**src/rtl/mips_pkg.sv**
```systemverilog
// ---------------------------------------------------------------------------
// mips_pkg
//   Shared definitions for the E-stage HI/LO divider.
//   - DIV_WIDTH   : default operand/result width
//   - DIV_CNT_W   : iteration-counter width for the default operand width
//   - div_state_t : divider sequencing states
// ---------------------------------------------------------------------------
package mips_pkg;

  localparam int DIV_WIDTH = 32;
  localparam int DIV_CNT_W = $clog2(DIV_WIDTH + 1);

  typedef enum logic [1:0] {
    IDLE,
    BUSY,
    DONE
  } div_state_t;

endpackage

```
**src/rtl/hilo_div_unit_if.sv**
```systemverilog
// ---------------------------------------------------------------------------
// hilo_div_unit_if
//   Request/result bundle between the E stage and the HI/LO divider.
//   master (E stage) drives : start, sign, cancel, dividend, divisor
//   slave  (divider) drives : stall, done, quotient, remainder, div_zero
// ---------------------------------------------------------------------------
interface hilo_div_unit_if
  import mips_pkg::*;
#(
  parameter int WIDTH = DIV_WIDTH
);

  logic             start;
  logic             sign;
  logic             cancel;
  logic [WIDTH-1:0] dividend;
  logic [WIDTH-1:0] divisor;
  logic             stall;
  logic             done;
  logic [WIDTH-1:0] quotient;
  logic [WIDTH-1:0] remainder;
  logic             div_zero;

  modport master (
    output start, sign, cancel, dividend, divisor,
    input  stall, done, quotient, remainder, div_zero
  );

  modport slave (
    input  start, sign, cancel, dividend, divisor,
    output stall, done, quotient, remainder, div_zero
  );

endinterface

```
**src/rtl/hilo_div_unit_lzc.sv**
```systemverilog
// ---------------------------------------------------------------------------
// div_lzc
//   Leading-zero counter used to skip the all-zero top of the dividend.
//   operand : value to scan (WIDTH bits)
//   count   : number of leading zeros; WIDTH when operand is zero
// ---------------------------------------------------------------------------
module div_lzc #(
  parameter int WIDTH = 32,
  localparam int CNT_W = $clog2(WIDTH + 1)
) (
  input  logic [WIDTH-1:0] operand,
  output logic [CNT_W-1:0] count
);

  // Scanning upward lets the highest set bit win the last assignment.
  // NOTE: always_comb assigns every output before any condition, so no latch is inferred.
  always_comb begin
    count = CNT_W'(WIDTH);
    for (int i = 0; i < WIDTH; i++) begin
      if (operand[i]) count = CNT_W'(WIDTH - 1 - i);
    end
  end

endmodule

```
**src/rtl/hilo_div_unit.sv**
```systemverilog
// ---------------------------------------------------------------------------
// hilo_div_unit
//   Iterative radix-2 restoring divider for the E stage. Produces one
//   quotient bit per cycle; HI takes the remainder, LO the quotient.
//   The pipeline is held via stall while the divide iterates.
//
//   clk  : clock
//   rst  : synchronous active-high reset
//   bus  : hilo_div_unit_if.slave
//            start/sign/cancel/dividend/divisor in,
//            stall/done/quotient/remainder/div_zero out
//
//   Build option DIV_EARLY_OUT_EN: skip the leading zeros of |dividend|
//   so the iteration count becomes WIDTH minus that count.
// ---------------------------------------------------------------------------
module hilo_div_unit
  import mips_pkg::*;
#(
  parameter int WIDTH = DIV_WIDTH
) (
  input  logic             clk,
  input  logic             rst,
  hilo_div_unit_if.slave   bus
);

  localparam int CNT_W = $clog2(WIDTH + 1);

  div_state_t state, nextState;

  // Operation context captured on an accepted start.
  logic [WIDTH-1:0] quoShift;      // dividend bits shift out, quotient bits shift in
  logic [WIDTH-1:0] partRem;       // partial remainder; always below the divisor
  logic [WIDTH-1:0] absDivisor;
  logic [WIDTH-1:0] origDividend;  // returned untouched on divide-by-zero
  logic [CNT_W-1:0] iterCnt;
  logic             negQuo;
  logic             negRem;
  logic             zeroDiv;

  // Registered outputs.
  logic [WIDTH-1:0] quotientR;
  logic [WIDTH-1:0] remainderR;
  logic             doneR;
  logic             divZeroR;

  // ---------------------------------------------------------------------
  // Operand preparation at start
  // ---------------------------------------------------------------------
  logic             accept;
  logic [WIDTH-1:0] absDividendIn;
  logic [WIDTH-1:0] absDivisorIn;
  logic [WIDTH-1:0] loadShift;
  logic [CNT_W-1:0] loadCnt;
  logic             loadNegQuo;
  logic             loadNegRem;
  logic             loadZero;

  // cancel beats start; a request seen outside IDLE is never accepted.
  assign accept = (state == IDLE) && bus.start && !bus.cancel;

  // |MIN| negates back to MIN, whose unsigned reading is 2^(WIDTH-1).
  assign absDividendIn = (bus.sign && bus.dividend[WIDTH-1]) ? -bus.dividend : bus.dividend;
  assign absDivisorIn  = (bus.sign && bus.divisor[WIDTH-1])  ? -bus.divisor  : bus.divisor;
  assign loadNegQuo    = bus.sign && (bus.dividend[WIDTH-1] ^ bus.divisor[WIDTH-1]);
  assign loadNegRem    = bus.sign && bus.dividend[WIDTH-1];
  assign loadZero      = (bus.divisor == '0);

`ifdef DIV_EARLY_OUT_EN
  logic [CNT_W-1:0] leadZeros;

  div_lzc #(.WIDTH(WIDTH)) uLzc (
    .operand (absDividendIn),
    .count   (leadZeros)
  );

  // Leading zeros would only produce leading zero quotient bits; drop them.
  assign loadCnt   = CNT_W'(WIDTH) - leadZeros;
  assign loadShift = absDividendIn << leadZeros;
`else
  assign loadCnt   = CNT_W'(WIDTH);
  assign loadShift = absDividendIn;
`endif

  // ---------------------------------------------------------------------
  // One restoring step
  // ---------------------------------------------------------------------
  // The shifted partial remainder needs WIDTH+1 bits. The difference's top
  // bit is the borrow: the shifted value is below 2*divisor, so a
  // non-negative difference always fits in WIDTH bits.
  logic [WIDTH:0]   stepShift;
  logic [WIDTH:0]   stepDiff;
  logic             stepGe;
  logic [WIDTH-1:0] stepRem;
  logic [WIDTH-1:0] stepQuo;

  assign stepShift = {partRem, quoShift[WIDTH-1]};
  assign stepDiff  = stepShift - {1'b0, absDivisor};
  assign stepGe    = !stepDiff[WIDTH];
  assign stepRem   = stepGe ? stepDiff[WIDTH-1:0] : stepShift[WIDTH-1:0];
  assign stepQuo   = {quoShift[WIDTH-2:0], stepGe};

  // ---------------------------------------------------------------------
  // FSM
  // ---------------------------------------------------------------------
  // NOTE: sequential state uses non-blocking assignment so every flop samples pre-edge values.
  always_ff @(posedge clk) begin
    if (rst) state <= IDLE;
    else     state <= nextState;
  end

  always_comb begin
    nextState = state;
    bus.stall = accept || (state == BUSY);
    unique case (state)
      IDLE: if (accept) nextState = (loadCnt == '0) ? DONE : BUSY;
      BUSY: begin
        if (bus.cancel)                 nextState = IDLE;
        else if (iterCnt == CNT_W'(1))  nextState = DONE;
      end
      DONE:    nextState = IDLE;
      default: nextState = IDLE;
    endcase
  end

  // ---------------------------------------------------------------------
  // Iteration datapath
  // ---------------------------------------------------------------------
  // NOTE: working registers are not reset; they are always loaded on accept before use.
  always_ff @(posedge clk) begin
    if (accept) begin
      quoShift     <= loadShift;
      partRem      <= '0;
      absDivisor   <= absDivisorIn;
      origDividend <= bus.dividend;
      negQuo       <= loadNegQuo;
      negRem       <= loadNegRem;
      zeroDiv      <= loadZero;
      iterCnt      <= loadCnt;
    end else if (state == BUSY) begin
      quoShift <= stepQuo;
      partRem  <= stepRem;
      iterCnt  <= iterCnt - CNT_W'(1);
    end
  end

  // ---------------------------------------------------------------------
  // Result fix-up, registered on entry to DONE
  // ---------------------------------------------------------------------
  // A zero-length divide finishes straight from IDLE, so its context comes
  // from the bus rather than the working registers; its raw result is 0/0.
  logic             finishing;
  logic [WIDTH-1:0] rawQuo;
  logic [WIDTH-1:0] rawRem;
  logic             finNegQuo;
  logic             finNegRem;
  logic             finZero;
  logic [WIDTH-1:0] finOrig;
  logic [WIDTH-1:0] finQuo;
  logic [WIDTH-1:0] finRem;

  assign finishing = (nextState == DONE);

  always_comb begin
    rawQuo    = stepQuo;
    rawRem    = stepRem;
    finNegQuo = negQuo;
    finNegRem = negRem;
    finZero   = zeroDiv;
    finOrig   = origDividend;
    if (state == IDLE) begin
      rawQuo    = '0;
      rawRem    = '0;
      finNegQuo = loadNegQuo;
      finNegRem = loadNegRem;
      finZero   = loadZero;
      finOrig   = bus.dividend;
    end
    finQuo = finZero ? '1      : (finNegQuo ? -rawQuo : rawQuo);
    finRem = finZero ? finOrig : (finNegRem ? -rawRem : rawRem);
  end

  always_ff @(posedge clk) begin
    if (rst) begin
      doneR      <= 1'b0;
      divZeroR   <= 1'b0;
      quotientR  <= '0;
      remainderR <= '0;
    end else begin
      doneR <= finishing;
      if (finishing) begin
        quotientR  <= finQuo;
        remainderR <= finRem;
        divZeroR   <= finZero;
      end
    end
  end

  assign bus.done      = doneR;
  assign bus.quotient  = quotientR;
  assign bus.remainder = remainderR;
  assign bus.div_zero  = divZeroR;

endmodule

```
**src/flat_wrapper.sv**
```systemverilog
// flat-port wrapper written by rule: the top's interface ports become plain ports
module hilo_div_unit_flat import mips_pkg::*;
#(
  parameter int WIDTH = DIV_WIDTH
)
  (clk, rst, bus_start, bus_sign, bus_cancel, bus_dividend, bus_divisor, bus_stall, bus_done, bus_quotient, bus_remainder, bus_div_zero);
  hilo_div_unit_if #(.WIDTH(WIDTH)) bus_i ();
  input  logic clk;
  input  logic rst;
  input wire logic [$bits(bus_i.start)-1:0] bus_start;
  input wire logic [$bits(bus_i.sign)-1:0] bus_sign;
  input wire logic [$bits(bus_i.cancel)-1:0] bus_cancel;
  input wire logic [$bits(bus_i.dividend)-1:0] bus_dividend;
  input wire logic [$bits(bus_i.divisor)-1:0] bus_divisor;
  output wire logic [$bits(bus_i.stall)-1:0] bus_stall;
  output wire logic [$bits(bus_i.done)-1:0] bus_done;
  output wire logic [$bits(bus_i.quotient)-1:0] bus_quotient;
  output wire logic [$bits(bus_i.remainder)-1:0] bus_remainder;
  output wire logic [$bits(bus_i.div_zero)-1:0] bus_div_zero;
  assign bus_i.start = bus_start;
  assign bus_i.sign = bus_sign;
  assign bus_i.cancel = bus_cancel;
  assign bus_i.dividend = bus_dividend;
  assign bus_i.divisor = bus_divisor;
  assign bus_stall = bus_i.stall;
  assign bus_done = bus_i.done;
  assign bus_quotient = bus_i.quotient;
  assign bus_remainder = bus_i.remainder;
  assign bus_div_zero = bus_i.div_zero;
  hilo_div_unit #(.WIDTH(WIDTH)) u_core (.clk(clk), .rst(rst), .bus(bus_i));
endmodule
```
**config.mk**
```make
export PLATFORM = sky130hd
export DESIGN_NAME = hilo_div_unit_flat
export DESIGN_NICKNAME = d
export VERILOG_FILES = /design/src/rtl/mips_pkg.sv /design/src/rtl/hilo_div_unit_if.sv /design/src/rtl/hilo_div_unit_lzc.sv /design/src/rtl/hilo_div_unit.sv /design/src/flat_wrapper.sv
export SDC_FILE = /design/constraint.sdc
export NUM_CORES = 1
export LEC_CHECK = 0
export ABC_AREA = 1
export CORE_ASPECT_RATIO = 1.4
export CORE_MARGIN = 4
export CORE_UTILIZATION = 53
export CTS_CLUSTER_SIZE = 24
export DETAILED_ROUTE_END_ITERATION = 6
export PLACE_DENSITY = 0.79
export SLEW_MARGIN = 5
export SYNTH_ARGS = -nofsm -noshare
export SYNTH_HDL_FRONTEND = slang
export SYNTH_SLANG_ARGS = --single-unit
```
**constraint.sdc**
```tcl
create_clock -name clk -period 3.55 [get_ports clk]
set_input_delay 0.71 -clock clk [delete_from_list [all_inputs] [get_ports clk]]
set_output_delay 0.71 -clock clk [all_outputs]
set_load 0.01 [all_outputs]
```
; ---- Word level (Yosys, flattened, before mapping)
; Cells that the tools add are included.
[op_classes]
add_sub_neg = 6
eq_ne = 3
muxes = 19
bitwise = 1
n_reduce_logical = 11
[op_table]
columns = op, n
row1 = 2-to-1 mux 32 bit, 12
row2 = negator 32 bit, 4
row3 = subtractor 33 x 32 -> 33 bit, 1
row4 = zero test 32 bit, 1
row5 = "== test 6 x 1 -> 1 bit, second input constant", 1
row6 = 2-to-1 mux 2 bit, 3
row7 = "subtractor 6 x 1 -> 6 bit, second input constant", 1
row8 = logical AND 1 bit, 5
row9 = case mux 2 bit (2 select lines), 1
row10 = 2-to-1 mux 1 bit, 3
row11 = "== test 2 x 1 -> 1 bit, second input constant", 1
row12 = "== test 2 bit, second input constant", 1
row13 = zero test 1 bit, 2
row14 = zero test 2 bit, 1
row15 = nonzero test 2 bit, 1
row16 = logical OR 1 bit, 1
row17 = XOR 1 bit, 1
[totals]
regBits = 205
inputBits = 69
elab_cells = 53

; ---- Logic depth before layout (Yosys ltp)
[logic_depth]
depth_word = 6
ltp_mapped = 29
depth_no_buf = 28

; ---- Worst setup path after synthesis
; No wires, ideal clock.
[synth_timing]
path_type = reg2reg
startpoint = register u_core.quoShift[31]
endpoint = register u_core.quotientR[30], in the netlist u_core.bus.quotient[30]
setup_time_ns = 0.128
arrival_ns = 3.495
setup_slack_ns = -0.073
stages_incl_launch_ff = 28
n_path_buf = 1
period_less_slack_ns = 3.623
cell_sequence = edfxtp_1 > inv_1 > ha_1 > inv_1 > fa_1 > nand2_1 > nand2_1 > nand3_1 > nand2_1 > nand2_2 > nand2_4 > nand2_4 > nand2_4 > nand2_4 > nand2_4 > buf_6 > nand2_2 > ha_1 > nand3_1 > nor3b_2 > nand4_1 > nor3_1 > nand4_1 > nor2_1 > nor2_1 > a21oi_1 > xnor2_1 > a21oi_1
[synth_between]
elab_chain_cells = 6
[synth_rtl]
columns = item, line_no
row1 = "start, declared", hilo_div_unit.sv:31  ; logic [WIDTH-1:0] quoShift;
row2 = "start signal, assigned", hilo_div_unit.sv:131  ; quoShift <= loadShift;
row3 = "start signal, assigned", hilo_div_unit.sv:140  ; quoShift <= stepQuo;
row4 = subtractor 33 x 32 -> 33 bit, hilo_div_unit.sv:97  ; assign stepDiff = stepShift - {1'b0, absDivisor};
row5 = zero test 1 bit, hilo_div_unit.sv:98  ; assign stepGe = !stepDiff[WIDTH];
row6 = 2-to-1 mux 32 bit, hilo_div_unit.sv:170  ; if (state == IDLE) begin
row7 = negator 32 bit, hilo_div_unit.sv:178  ; finQuo = finZero ? '1 : (finNegQuo ? -rawQuo : rawQuo);
row8 = 2-to-1 mux 32 bit (2 in series), hilo_div_unit.sv:178
row9 = "end signal, assigned", hilo_div_unit.sv:191  ; quotientR <= finQuo;
row10 = "end, declared", hilo_div_unit.sv:41  ; logic [WIDTH-1:0] quotientR;
; Every way passes these cells.
; A chain may end at the register's enable or synchronous reset.

; ---- Worst setup path after layout
; Same ends and word-level chain as after synthesis.

==> key figures <==
Run status
  • Status: finished, violations left
  • Failing checks: negative setup slack

Synth
  • Synth Register Bits: 205
  • Synth unique cells: 55
  • Average size of a mapped cell: 7.04 µm²
  • Top-area cell type share of the netlist area: 0.213
  • Post-synthesis cell count: 1982
  • Synth area leader: edfxtp_1
  • Register area share after synthesis: 0.365
  • Yosys warns: 0
  • Number of synthesized flops with an enable pin: 99
  • Primary FF master, synth: dfxtp_1
  • Synth Net Count: 2090
  • Mapped cell area: 14000 µm²
  • Async SR Flop Fraction: 0
  • Top post-synthesis cells by area: edfxtp_1 (21%), dfxtp_1 (15%), nand2_1 (14%)

Setup path
  • FF-to-FF End: u_core.bus.quotient[30]
  • Critical path class: reg2reg
  • Top delay family on crit path: simple AND/OR/NAND/NOR gates
  • Startpoint types: register
  • FF-to-FF path depth: 26
  • End of the critical path: u_core.bus.quotient[30]
  • Worst setup path start: u_core.quoShift[31]
  • WP depth: 26
  • RR Startpoint: u_core.quoShift[31]
  • Crit path buf inv count: 2
  • CP Data Arrival Time: 4.09 ns
  • Worst setup EP type: register
  • Slowest-stage cell, CP: edfxtp_1
  • Worst Path Max Fanout: 3
  • WP data required: 3.94 ns
  • Most common cell on crit path: nand2_4
  • CP peak stage delay: 0.38 ns
  • Flop2flop setup slack: -0.15 ns

Clocking
  • Clock root cell: clkbuf_16
  • CTS tree: built
  • Worst-Skew Late Latency: 0.51 ns
  • Htree depth: 1
  • Clock Tree Buf Depth: 3
  • Clock Sinks: 205
  • Hold buffers post-CTS: 0
  • Clock transition at path regs: 0.07 ns
  • Num CTS Buffers: 21

Die
  • IO Pins: 136
  • Vert. Die Dim: 200 µm
  • Initial core utilization: 0.536
  • Die Wd: 145 µm
  • Core ar.: 26000 µm²
  • Rows: 70
  • Full die area: 29000 µm²

STA
  • Final period util: 1.04
  • WHS: 0.468 ns
  • Measured slew at the worst slew-check pin: 1.15 ns
  • Final hold violation count: 0
  • Final min period: 3.70 ns
  • Final WS setup: -0.146 ns
  • Peak Freq: 0.271 GHz
  • Final Setup Violations: 5
  • RSZ-0062 raised after global routing: yes
  • Max-slew headroom: 0.230
  • Setup TNS: -0.468 ns
  • Pins Over Slew Limit: 0
  • Worst Skew: 0.0199 ns

Power
  • Worst vdd ir: 0.000417 V
  • Cell Pwr Density: 546 nW/µm²
  • Switch share: 0.407
  • Comb pwr share: 0.480
  • P_int: 0.00588 W
  • NetSw: 0.00404 W
  • Seq pwr share: 0.288
  • Pleak: 8.44 nW
  • Clock power frac: 0.232

Placement
  • Gpl congestion: 1.00
  • HPWL after DPL: 38600 µm
  • Pre-CTS WS: -0.276 ns
  • IO Port Bufs: 135

Finish
  • # fillers: 2222
  • Footprint of the multi-input gates: 8040 µm²
  • Layout cells sized above 1: 0.179
  • N_diodes: 0
  • Area growth syn-to-layout: 30.3%
  • Sequential cell area: 5090 µm²
  • Fin nets: 2377

Global routing
  • Total track usage: 0.330
  • Initial antenna violation count: 0
  • Largest net degree at the start of global routing: 88
  • Number of global-route vias before repair: 14.5k
  • First-pass GRT wire length: 76000 µm
  • Grt ovf: 0

Detailed routing
  • Pre-antenna DRT Iters: 7
  • DRC: 0
  • First DRT Iteration DRCs: 893
  • Vias: 14.5k
  • Routed WL: 50300 µm
  • Antenna-violating nets left: 0
  • DR vias/cell: 5.57
  • Wire length per cell: 19.3 µm

Flow run
  • Max-cap viol count: 0

Worst hold path
  • Hold Crit Class: reg2reg
[synthesized netlist by cell type, types with 9 or more instances]
library cell	n
nand2_1	517
inv_1	248
nor2_1	189
o21ai_0	136
nand3_1	134
a21oi_1	115
dfxtp_1	106
edfxtp_1	99
xor2_1	58
clkbuf_1	49
xnor2_1	49
ha_1	38
nor3_1	28
nand2_2	26
nand3_2	22
nand4_1	19
o211ai_1	11
a31oi_1	10
nand3b_1	10
nor4_1	10
buf_1	9
o22ai_1	9
[worst min-delay path: stages, from the launching register on]
cell and delay, ns:
dfxtp_1 0.31, nand2_1 0.06, a21oi_1 0.05
[registers in the layout (all words and copies together) (netlist names)]
name / cells
u_core.absDivisor: 32
u_core.bus.div_zero: 1
u_core.bus.done: 1
u_core.bus.quotient: 32
u_core.bus.remainder: 32
u_core.iterCnt: 6
u_core.negQuo: 1
u_core.negRem: 1
u_core.origDividend: 32
u_core.partRem: 32
u_core.quoShift: 32
u_core.state: 2
u_core.zeroDiv: 1
[cells in the final DEF (no fill, tap or decap), drive strengths merged, types with 5 or more instances in the layout]
| cell type | instances |
|---|---|
| dfxtp | 106 |
| nand2 | 550 |
| o21bai | 6 |
| nor3 | 29 |
| a21oi | 121 |
| nand3b | 10 |
| nand3 | 158 |
| o22ai | 9 |
| xnor2 | 49 |
| nor4 | 10 |
| buf | 195 |
| inv | 260 |
| a31oi | 10 |
| xor2 | 58 |
| edfxtp | 99 |
| o221ai | 7 |
| clkbuf | 24 |
| or2 | 5 |
| clkinv | 9 |
| o21ai | 144 |
| nand4 | 19 |
| nor2 | 198 |
| clkdlybuf4s50 | 135 |
| ha | 38 |
| o211ai | 11 |
[power groups by stage]
stage / combinational [W] / sequential (W) / clock (W)
global placement: 0.00412 / 0.00289 / 0
CTS: 0.00428 / 0.00285 / 0.00232
detailed placement: 0.00417 / 0.00290 / 0
global route: 0.00519 / 0.00287 / 0.00241
finish: 0.00476 / 0.00286 / 0.00230
floorplan: 0.00267 / 0.00286 / 0
[cell families after synthesis]
logic type | after synthesis | share of synthesized area
AND/OR/NAND/NOR | 984 | 0.312
buffers and inverters | 326 | 0.0919
AO/OA/AOI/OAI | 320 | 0.127
flip-flops | 205 | 0.365
XOR/XNOR | 107 | 0.0672
adder cells (fa/ha/maj) | 39 | 0.0355
multiplexers | 1 | 0.000718
[per-layer routing]
layer | share of wire | global-route usage
met5 | 0 | 0
met4 | 0.082 | 0.208
met3 | 0.046 | 0.0352
met2 | 0.53 | 0.658
met1 | 0.35 | 0.326
[through the flow]
step           power (W)  cells  area (µm²)  utilization
6_report         0.00992   2608       18200        0.699
5_1_grt           0.0105   2608       18200        0.699
2_1_floorplan    0.00553   1982       14000            -
3_5_place_dp     0.00707   2543       16800        0.644
4_1_cts          0.00944   2595       17700        0.679
3_3_place_gp     0.00701   2543       16800        0.644
[worst min path at each step]
stage | depth (start not counted) | slack [ns] | endpoint | start
2_1_floorplan | 1 | 0.44 | u_core.iterCnt[5] | u_core.iterCnt[5]
3_3_place_gp | 2 | 0.45 | u_core.bus.remainder[22] | u_core.bus.remainder[22]
3_5_place_dp | 2 | 0.46 | u_core.bus.remainder[10] | u_core.bus.remainder[10]
4_1_cts | 2 | 0.47 | u_core.bus.remainder[5] | u_core.bus.remainder[5]
5_1_grt | 2 | 0.49 | u_core.bus.remainder[5] | u_core.bus.remainder[5]
6_report | 2 | 0.47 | u_core.bus.remainder[9] | u_core.bus.remainder[9]
[repair_timing]
item	4_1_cts	5_1_grt
gates resized for setup	26	84
setup endpoints to repair	25	38
setup buffers	14	11
gates cloned	0	3
pin swaps	14	33
[area by class of cell]
type	count	area share
Clock buffer	22	0.0297
Clock inverter	16	0.00881
Inverter	258	0.0533
Multi-Input combinational cell	1451	0.442
Sequential cell	205	0.280
Tap cell	324	0.0223
Timing Repair Buffer	332	0.163
Note: power is estimated with default switching activity, not from simulation.
